**src/rtl/core_bus_arb.sv**
```systemverilog
// core_bus_arb: two-master Avalon-MM arbiter sharing one downstream port, with
// in-order read-return routing. Define CORE_BUS_ARB_RR_EN for round-robin arbitration.
module core_bus_arb #(
  parameter int unsigned ADDR_W          = 32,
  parameter int unsigned DATA_W          = 32,
  parameter int unsigned MAX_OUTSTANDING = 4
) (
  input  logic                clk,
  input  logic                rest,
  input  logic [ADDR_W-1:0]   s0_address,
  input  logic [DATA_W/8-1:0] s0_byte_en,
  input  logic                s0_read,
  input  logic                s0_write,
  input  logic [DATA_W-1:0]   s0_write_data,
  output logic [DATA_W-1:0]   s0_read_data,
  output logic                s0_read_data_valid,
  output logic                s0_waitrequest,
  input  logic [ADDR_W-1:0]   s1_address,
  input  logic [DATA_W/8-1:0] s1_byte_en,
  input  logic                s1_read,
  input  logic                s1_write,
  input  logic [DATA_W-1:0]   s1_write_data,
  output logic [DATA_W-1:0]   s1_read_data,
  output logic                s1_read_data_valid,
  output logic                s1_waitrequest,
  output logic [ADDR_W-1:0]   m_address,
  output logic [DATA_W/8-1:0] m_byte_en,
  output logic                m_read,
  output logic                m_write,
  output logic [DATA_W-1:0]   m_write_data,
  input  logic [DATA_W-1:0]   m_read_data,
  input  logic                m_read_data_valid,
  input  logic                m_waitrequest
);
  localparam int unsigned PTR_W = $clog2(MAX_OUTSTANDING);
  localparam int unsigned CNT_W = PTR_W + 1;

  typedef enum logic [1:0] {IDLE, LOCK0, LOCK1} state_t;
  state_t state, state_nxt;

  logic             s0_act, s1_act, idle_sel, sel;
  logic             gnt_act, g_write, g_read, gnt_wait, accepted, fifo_full;
  logic             push, pop, head;
  logic [PTR_W-1:0] wr_ptr, rd_ptr;
  logic [CNT_W-1:0] count;
  logic             tag_mem [MAX_OUTSTANDING];

  assign s0_act    = s0_read | s0_write;
  assign s1_act    = s1_read | s1_write;
  // A same-cycle return frees a slot, so a full FIFO can still take a read.
  assign fifo_full = (count == CNT_W'(MAX_OUTSTANDING)) & ~m_read_data_valid;

`ifdef CORE_BUS_ARB_RR_EN
  logic last_gnt;
  assign idle_sel = (s0_act & s1_act) ? ~last_gnt : s1_act;

  always_ff @(posedge clk or posedge rest) begin
    if (rest)          last_gnt <= 1'b0;
    else if (accepted) last_gnt <= sel;
  end
`else
  assign idle_sel = s1_act;
`endif

  always_ff @(posedge clk or posedge rest) begin
    if (rest) state <= IDLE;
    else      state <= state_nxt;
  end

  // Grant selection, acceptance and next-state.
  always_comb begin
    state_nxt = state;
    sel       = 1'b0;
    case (state)
      IDLE:    sel = idle_sel;
      LOCK0:   sel = 1'b0;
      LOCK1:   sel = 1'b1;
      default: sel = 1'b0;
    endcase
    gnt_act  = sel ? s1_act : s0_act;
    g_write  = sel ? s1_write : s0_write;
    g_read   = (sel ? s1_read : s0_read) & ~g_write;
    gnt_wait = m_waitrequest | (g_read & fifo_full);
    accepted = gnt_act & ~rest & ~gnt_wait;
    case (state)
      IDLE:         if (gnt_act & ~accepted) state_nxt = sel ? LOCK1 : LOCK0;
      LOCK0, LOCK1: if (accepted) state_nxt = IDLE;
      default:      state_nxt = IDLE;
    endcase
  end

  assign m_address      = sel ? s1_address : s0_address;
  assign m_byte_en      = sel ? s1_byte_en : s0_byte_en;
  assign m_write_data   = sel ? s1_write_data : s0_write_data;
  assign m_read         = gnt_act & g_read & ~fifo_full & ~rest;
  assign m_write        = gnt_act & g_write & ~rest;
  assign s0_waitrequest = s0_act & (sel ? 1'b1 : gnt_wait);
  assign s1_waitrequest = s1_act & (sel ? gnt_wait : 1'b1);

  // Read-return tag FIFO; returns with nothing outstanding are dropped.
  assign push               = m_read & ~m_waitrequest;
  assign pop                = m_read_data_valid & (count != '0);
  assign head               = tag_mem[rd_ptr];
  assign s0_read_data_valid = pop & ~head;
  assign s1_read_data_valid = pop & head;
  assign s0_read_data       = m_read_data;
  assign s1_read_data       = m_read_data;

  always_ff @(posedge clk or posedge rest) begin
    if (rest) begin
      wr_ptr <= '0;
      rd_ptr <= '0;
      count  <= '0;
    end else begin
      if (push) wr_ptr <= wr_ptr + PTR_W'(1);
      if (pop)  rd_ptr <= rd_ptr + PTR_W'(1);
      if (push & ~pop)      count <= count + CNT_W'(1);
      else if (pop & ~push) count <= count - CNT_W'(1);
    end
  end

  always_ff @(posedge clk) begin
    if (push) tag_mem[wr_ptr] <= sel;
  end

endmodule

```
**config.mk**
```make
export PLATFORM = sky130hd
export DESIGN_NAME = core_bus_arb
export DESIGN_NICKNAME = d
export VERILOG_FILES = /design/src/rtl/core_bus_arb.sv
export SDC_FILE = /design/constraint.sdc
export NUM_CORES = 1
export LEC_CHECK = 0
export BUFFER_PORTS_ARGS = -buffer_cell sky130_fd_sc_hd__buf_2
export CORE_AREA = 2 2 120 122
export CTS_CLUSTER_SIZE = 30
export DETAILED_ROUTE_END_ITERATION = 7
export DIE_AREA = 0 0 122 124
export PLACE_DENSITY_LB_ADDON = 0.05
export SKIP_CTS_REPAIR_TIMING = 1
export SLEW_MARGIN = 20
export SYNTH_ARGS = -nofsm -noshare
export SYNTH_HDL_FRONTEND = slang
export SYNTH_SLANG_ARGS = --single-unit
```
**constraint.sdc**
```tcl
create_clock -name clk -period 6.9 [get_ports clk]
set_input_delay 0 -clock clk [delete_from_list [all_inputs] [get_ports clk]]
set_output_delay 0 -clock clk [all_outputs]
set_load 0.05 [all_outputs]
```
# Yosys cells after proc, flatten, opt, wreduce, memory -nomap -nowiden
# Memories as Yosys holds them, arrays and structs flattened.
# Cells that the tools add are included.
# totals
ff_bits	9
mem_bits_rw	4
input_bits	176
output_inout_bits	138
wordCells	68
n_memories	1
# op_classes
add_sub_neg	4
n_eq_ne	5
mux	17
n_bitwise	32
reduce_logical	5
# memory_table
memory	words	width	read_ports	rd_ports_with_merged_regs	write_ports	line_no	rtl
tag_mem	4	1	1	0	1	46	logic tag_mem [MAX_OUTSTANDING];
# ops
operator	n
two-way mux 32 bit	2
bitwise AND 1 bit	19
inverter 1 bit	10
two-way mux 1 bit	7
two-way mux 2 bit	3
two-way mux 3 bit	2
adder 2 x 1 -> 2 bit (second input constant)	2
two-way mux 4 bit	1
!= test 2 bit (second input constant)	2
case mux 2 bit (2 select lines)	1
adder 3 x 1 -> 3 bit (second input constant)	1
== test 3 bit (second input constant)	1
bitwise OR 1 bit	3
nonzero test 3 bit	1
subtractor 3 x 1 -> 3 bit (second input constant)	1
== test 2 x 1 -> 1 bit (second input constant)	1
== test 2 bit (second input constant)	1
zero test 2 bit	1
case mux 1 bit (2 select lines)	1
AND reduction 2 bit	1
nonzero test 2 bit	1
OR reduction 2 bit	1

# Logic depth before layout (Yosys ltp)
# Gate-level depths: netlist of run 1.
# depth
word_depth	13
depth_mapped	14
depth_no_buf	12

# Worst setup path after synthesis of run 1
# No wires, ideal clock.
# synth_path
kind	register -> register
startpoint	reg state[0]
endpoint	reg count[2]
setup_ns	0.079
t_arrival_ns	3.019
slack_ns	3.802
path_stages_with_launch	15
n_path_buf	2
period_less_slack_ns	3.098
cell_sequence	dfrtp_1 > inv_1 > ha_1 > buf_4 > nand3_1 > a32oi_2 > nor4_4 > nor2b_4 > buf_6 > ha_1 > inv_1 > fa_1 > xor2_1 > nor2_1 > xor2_1
# synth_between
elab_chain_len	12
elab_cells_between_ends	17
# synth_rtl
element	line_no	rtl
start, declared	39	state_t state, state_nxt;
start signal, assigned	67	else state <= state_nxt;
== test 2 bit or zero test 2 bit (tied branches)	74	case (state)
case mux 1 bit (2 select lines) (*)	74	
two-way mux 1 bit	81	g_write = sel ? s1_write : s0_write;
inverter 1 bit	82	g_read = (sel ? s1_read : s0_read) & ~g_write;
bitwise AND 1 bit	82	
bitwise AND 1 bit (*) (3 in a row)	95	assign m_read = gnt_act & g_read & ~fifo_full & ~rest;
net m_read	28	output logic m_read,
bitwise AND 1 bit (*)	101	assign push = m_read & ~m_waitrequest;
net push	43	logic push, pop, head;
inverter 1 bit	118	else if (pop & ~push) count <= count - CNT_W'(1);
bitwise AND 1 bit	118	
nonzero test 2 bit (no source line)	--	
end signal, assigned	117	if (push & ~pop) count <= count + CNT_W'(1);
end signal, assigned	118	
end, declared	45	logic [CNT_W-1:0] count;
# Mark *: on every way through the listed nets, which the timed path passes. The rest lies on a longest branch.
# A chain may end at the register's enable or synchronous reset.

# Worst setup path in the final report of run 1
# layout_path
startpoint	reg state[0]
endpoint	out m_address[30]
# layout_between
elab_chain_len	3
elab_cells_between_ends	4
# layout_rtl
element	line_no	rtl
== test 2 bit or zero test 2 bit (tied branches)	74	
case mux 1 bit (2 select lines) (*)	74	
two-way mux 32 bit (*)	92	assign m_address = sel ? s1_address : s0_address;
end, declared	26	output logic [ADDR_W-1:0] m_address,
# Mark *: on every way between the ends. The rest lies on a longest branch, timed or not.

==> results of run 1 <==
metal layers:
layer / vias up / global-route usage / routed length (um)
li1: 1027 / - / -
met1: 966 / 0.111 / 3210
met2: 147 / 0.184 / 4410
met3: 4 / 0.0444 / 1120
met4: 0 / 0.0136 / 27
met5: - / 0 / 0
flip-flops by register name (all words and copies together) (netlist names):
| name | count |
|---|---|
| count | 3 |
| rd_ptr | 2 |
| state | 2 |
| tag_mem | 4 |
| wr_ptr | 2 |
power by group through the flow:
stage,combinational (W),clock [W],sequential (W)
global placement,0.00149,0,0.000151
finish,0.00146,0.000110,0.000151
detailed placement,0.00148,0,0.000152
global route,0.00155,0.000116,0.000157
CTS,0.00148,0.000113,0.000151
floorplan,0.00133,0,0.000142
final timing paths:
check                          startpoint               to  slack (ns)
max reg2reg                      state[0]         count[2]        4.02
min                        m_read_data[1]  s0_read_data[1]     0.00004
min in group asynchronous            rest        wr_ptr[1]        0.33
max in group asynchronous            rest        rd_ptr[0]        6.29
max                              state[0]    m_address[30]        3.83
min reg2reg                     rd_ptr[1]        rd_ptr[1]        0.48
worst max-delay path, stage by stage, from the launching register on:
cell and delay [ns]:
sky130_fd_sc_hd__dfrtp_1 0.41, sky130_fd_sc_hd__inv_1 0.11, sky130_fd_sc_hd__ha_1 0.39, sky130_fd_sc_hd__a31oi_2 0.19
sky130_fd_sc_hd__inv_2 0.42, sky130_fd_sc_hd__buf_4 0.66, sky130_fd_sc_hd__mux2_1 0.41, sky130_fd_sc_hd__buf_2 0.22
logic make-up after synthesis:
logic type,after synthesis,share of synthesized area
buffers and inverters,82,0.268
muxes,72,0.361
and+or+nand+nor,29,0.0816
AOI/OAI and AO/OA,16,0.0635
DFF,13,0.151
adders and majority gates,9,0.0525
xor gates and xnor gates,6,0.0230
layout by cell type, fill, tap and decap left out, types with 2 or more instances in the layout:
master / n
sky130_fd_sc_hd__a21oi_1: 2
sky130_fd_sc_hd__a31oi_1: 2
sky130_fd_sc_hd__and2_1: 4
sky130_fd_sc_hd__buf_2: 217
sky130_fd_sc_hd__clkbuf_16: 3
sky130_fd_sc_hd__dfrtp_1: 9
sky130_fd_sc_hd__edfxtp_1: 4
sky130_fd_sc_hd__ha_1: 8
sky130_fd_sc_hd__inv_1: 8
sky130_fd_sc_hd__mux2_1: 68
sky130_fd_sc_hd__nand2_1: 4
sky130_fd_sc_hd__nand3_1: 2
sky130_fd_sc_hd__nor2_1: 9
sky130_fd_sc_hd__nor2b_1: 2
sky130_fd_sc_hd__o41ai_1: 2
sky130_fd_sc_hd__or4b_1: 2
sky130_fd_sc_hd__xnor2_1: 3
sky130_fd_sc_hd__xor2_1: 3
final cells by class:
cell class                 count  share of cell area
inverter                       9              0.0108
timing repair buffer         219               0.354
sequential                    13               0.111
tap                          180              0.0723
multi-input combinational    132               0.427
clock buffer                   4              0.0253
per-stage QoR:
| step | total power (W) | worst slack, ns |
|---|---|---|
| after floorplan | 0.00147 | 3.80 |
| after global placement | 0.00164 | 4.06 |
| after detailed placement | 0.00163 | 4.00 |
| after CTS | 0.00175 | 3.77 |
| after global routing | 0.00182 | 3.59 |
| final | 0.00172 | 3.83 |
==> impl_metrics.yaml, run 1 <==
cells_and_area:
  seq_area_um2: 345
  fillerInstances: 1561
  diodes: 0
  ratio_of_cells_with_drive_above_1_in_the_final_layout: 0.615
  nets: 563
  flow.area_growth_from_synthesis_pct: 36.3
  fin_util: 0.227
  finalInstanceArea_um2: 3120
  multiInputGateArea_um2: 1330
  finish.cell_count_without_fillers: 557
job:
  max-cap-violations: 0
pwr:
  netSwitchingPower_w: 0.00112
  power.leakage_nw: 1.58
  netSwitchingFraction: 0.649
  peakVddDrop_mv: 0.136
  internal-power_w: 0.000605
  sequentialPowerShare: 0.088
  powerDensity_nw_per_um2: 553
  power_frac_clock: 0.064
  share_comb_of_total_power: 0.849
yosys:
  synth-seq-area-share: 0.151
  edff_count_synth: 4
  synthesis.instances: 227
  ys_ff_latch: 13
  synth_top_flop_cell: "sky130_fd_sc_hd__dfrtp_1"
  synthDistinctLibCells: 40
  synth-warning-count: 0
  synthTopCellsByCount: "68 x sky130_fd_sc_hd__mux2_1, 65 x sky130_fd_sc_hd__buf_4, 9 x sky130_fd_sc_hd__dfrtp_1, 9 x sky130_fd_sc_hd__nor2_1"
  synthTopCellsByArea: "sky130_fd_sc_hd__mux2_1 33%, sky130_fd_sc_hd__buf_4 21%, sky130_fd_sc_hd__dfrtp_1 9.9%, sky130_fd_sc_hd__edfxtp_1 5.3%, sky130_fd_sc_hd__ha_1 4.4%"
  syn_nets: 412
  synth.cell_area_um2: 2290
  netlist.area_leader.share: 0.335
  synth.largest_area_cell: "sky130_fd_sc_hd__mux2_1"
  yosysMostFrequentCell: "sky130_fd_sc_hd__mux2_1"
  async_flop_share: 0.692
  synthesis.area_per_instance_um2: 10.1
grt:
  first_global_vias: 2045
  grt_start_max_net_pins: 53
  initial_antenna_violation_count: 1
  overall_track_demand_over_capacity_in_global_routing: 0.101
  grt_overflow: 0
  grt_first_pass_wirelength_um: 11700
clocking:
  numCtsBuffers: 3
  clk_path_buf_depth: 2
  cts.root.buffer_cell: "sky130_fd_sc_hd__clkbuf_16"
  clock_tree_from_tritoncts: "yes"
  path_clk_slew_ns: 0.04
  clk_latency_ns: 0.24
  clock_sink_count: 13
  h-tree-depth: 1
route:
  dr.pass1.iters: 4
  ant_nets: 0
  wl_per_cell_um: 15.7
  drcViolationCount: 0
  vias: 2144
  drt_wl_total_um: 8770
  route.detailed.vias_per_inst: 3.85
  initialDrtViolationCount: 36
placement:
  count_of_buffers_from_port_buffering: 217
  placedCellCount: 552
  finalWeightedCongestion: 0.691
  detailedPlacementHpwl_um: 7730
  detailed_place.area_um2: 3030
sta:
  skew_ns: 0.00131
  maxSlewViolCount: 0
  finalHoldWorstSlack_ns: 0.0000377
  max_freq_ghz: 0.326
  grt_setup_unrepaired: "no"
  slew_headroom: 0.499
  worst-slew-pin-transition_ns: 0.745
  post-route-min-period_ns: 3.07
  final_min_period_over_clock_period: 0.444
  report.final.hold_viol_count: 0
  number_of_endpoints_failing_setup_at_the_final_stage: 0
  setup_total_negative_slack_ns: 0
worst_setup_path:
  critPathLaunchType: "flop"
  worst_r2r_path_depth: 12
  critPathMaxFanout: 52
  crit_path_end_kind: "output pin"
  worstSetupPathType: "reg -> out"
  arrival_worst_endpoint_ns: 3.07
  critPathRequiredTime_ns: 6.90
die:
  die_area_um2: 15100
  floorplan.rows: 43
  die_width_um: 122
  count_of_pins_on_the_block_boundary: 314
  initial_utilization: 0.167
  fp.dieH_um: 124
  core_um2: 13700
status:
  status: "finished clean"
worst_hold_path:
  min_path_type: "in -> out"
  worst_hold_path.num_cells: 0
No activity file was read; power rests on OpenSTA's default activity.
==> run 2: changes to the inputs <==
==> constraint.sdc (replaced) <==
create_clock -name clk -period 2.95 [get_ports clk]
set_input_delay 0 -clock clk [delete_from_list [all_inputs] [get_ports clk]]
set_output_delay 0 -clock clk [all_outputs]
set_load 0.05 [all_outputs]
==> impl_metrics.yaml, run 2 (synthesis results as in run 1) <==
cells_and_area:
  ratio_of_cells_with_drive_above_1_in_the_final_layout: 0.644
  fillerInstances: 1554
  largest_reg_flops: 4
  mostFrequentLayoutCell: "sky130_fd_sc_hd__buf_2"
  nets: 568
  biggestRegsByFlops: "tag_mem x4, count x3"
  multiInputGateArea_um2: 1360
  finish.cell_count_without_fillers: 563
  final_cell_mix: "217 x sky130_fd_sc_hd__buf_2, 68 x sky130_fd_sc_hd__mux2_1, 9 x sky130_fd_sc_hd__nor2_1, 9 x sky130_fd_sc_hd__dfrtp_1, 6 x sky130_fd_sc_hd__inv_1"
  fin_util: 0.233
  seq_area_um2: 345
  registers.top_by_ff_count: "tag_mem"
  flow.area_growth_from_synthesis_pct: 39.8
worst_setup_path:
  critical_path.reg2reg.endpoint: "count[2]"
  critical_path.endpoint: "count[2]"
  critPathLaunchType: "flop"
  regToRegStartpoint: "state[1]"
  reg2reg_setup_slack_ns: 0.27
  crit_path_end_kind: "flop"
  arrival_worst_endpoint_ns: 2.84
  critPathMaxFanout: 7
  worst_r2r_path_depth: 12
  worstSetupPathType: "reg -> reg"
  critPathRequiredTime_ns: 3.12
  startpoint: "state[1]"
grt:
  grt_start_max_net_pins: 46
  grt_first_pass_wirelength_um: 12000
  first_global_vias: 2089
  overall_track_demand_over_capacity_in_global_routing: 0.104
  initial_antenna_violation_count: 2
  grt_overflow: 0
sta:
  max_freq_ghz: 0.374
  postLayoutSetupSlackWorst_ns: 0.274
  skew_ns: 0.00133
  maxSlewViolCount: 0
  report.final.hold_viol_count: 0
  final_min_period_over_clock_period: 0.907
  number_of_endpoints_failing_setup_at_the_final_stage: 0
  grt_setup_unrepaired: "no"
  slew_headroom: 0.715
  post-route-min-period_ns: 2.68
  worst-slew-pin-transition_ns: 0.426
die:
  die_area_um2: 15100
  die_width_um: 122
  core_um2: 13700
  initial_utilization: 0.167
  count_of_pins_on_the_block_boundary: 314
  floorplan.rows: 43
  fp.dieH_um: 124
clocking:
  numCtsBuffers: 3
  clock_sink_count: 13
  h-tree-depth: 1
  clk_path_buf_depth: 2
  path_clk_slew_ns: 0.05
  clk_latency_ns: 0.24
  cts.root.buffer_cell: "sky130_fd_sc_hd__clkbuf_16"
  clock_tree_from_tritoncts: "yes"
pwr:
  power.leakage_nw: 1.61
  powerDensity_nw_per_um2: 1300
  power_frac_clock: 0.063
  netSwitchingPower_w: 0.00264
  sequentialPowerShare: 0.085
  share_comb_of_total_power: 0.852
  peakVddDrop_mv: 0.348
  internal-power_w: 0.00151
  netSwitchingFraction: 0.636
  post-layout-total-power_w: 0.00416
placement:
  detailedPlacementHpwl_um: 8180
  placedCellCount: 557
  count_of_buffers_from_port_buffering: 217
  finalWeightedCongestion: 0.711
  pre_cts_ws_ns: 0.244
route:
  wl_per_cell_um: 16.1
  dr.pass1.iters: 4
  drt_wl_total_um: 9070
  route.detailed.vias_per_inst: 3.85
  initialDrtViolationCount: 31
  drcViolationCount: 0
  ant_nets: 0
  vias: 2166
worst_hold_path:
  holdCritStartpoint: "m_read_data[16]"
  min_path_type: "in -> out"
status:
  status: "finished clean"
job:
  max-cap-violations: 0
-- run 2: worst min path at each step --
stage          cells past startpoint  slack (ns)          endpoint
4_1_cts                            2       -0.17         wr_ptr[1]
3_3_place_gp                       0      0.0005  s1_read_data[10]
2_1_floorplan                      1       -0.17          count[0]
3_5_place_dp                       0      0.0005  s1_read_data[10]
6_report                           0     0.00003  s0_read_data[16]
5_1_grt                            0      0.0001   s0_read_data[3]
-- run 2: routing by layer --
| metal | part of all wire | wire, um | global-route usage | vias up |
|---|---|---|---|---|
| met2 | 0.52 | 4700 | 0.197 | 138 |
| met4 | 0.0034 | 31 | 0.00718 | 2 |
| li1 | - | - | - | 1039 |
| met1 | 0.36 | 3230 | 0.110 | 979 |
| met3 | 0.12 | 1090 | 0.0476 | 8 |
| met5 | 0.0014 | 13 | 0 | - |
-- run 2: final cells by class --
cell class,instances,area share
Multi-Input combinational cell,132,0.424
Antenna cell,1,0.000783
Tap cell,180,0.0705
Inverter,9,0.0106
Clock buffer,3,0.0235
Sequential cell,13,0.108
Clock inverter,1,0.00157
Timing Repair Buffer,224,0.361
-- run 2: power by group through the flow --
stage,logic (W),registers [W],clock network [W]
floorplan,0.00314,0.000336,0
global route,0.00375,0.000368,0.000282
global placement,0.00363,0.000358,0
finish,0.00354,0.000354,0.000262
CTS,0.00360,0.000355,0.000268
detailed placement,0.00359,0.000356,0
-- run 2: critical path, stage by stage, from the launching register on --
cell and delay, ns:
sky130_fd_sc_hd__dfrtp_1 0.43, sky130_fd_sc_hd__inv_1 0.11, sky130_fd_sc_hd__ha_2 0.24, sky130_fd_sc_hd__a21o_2 0.18, sky130_fd_sc_hd__a32oi_2 0.09, sky130_fd_sc_hd__nor4_4 0.31
sky130_fd_sc_hd__nor2b_4 0.30, sky130_fd_sc_hd__ha_4 0.18, sky130_fd_sc_hd__inv_2 0.03, sky130_fd_sc_hd__fa_2 0.32, sky130_fd_sc_hd__xor2_1 0.14, sky130_fd_sc_hd__nor2_1 0.13
sky130_fd_sc_hd__xor2_1 0.14
-- run 2: through the flow --
| step | TNS, ns | hold WS [ns] | instance area, um^2 |
|---|---|---|---|
| finish | 0 | 0.0000333 | 3200 |
| global route | 0 | 0.000108 | 3190 |
| CTS | 0 | -0.175 | 3180 |
| detailed placement | 0 | 0.000498 | 3100 |
| global placement | 0 | 0.000498 | 3100 |
| floorplan | -0.105 | -0.172 | 2320 |
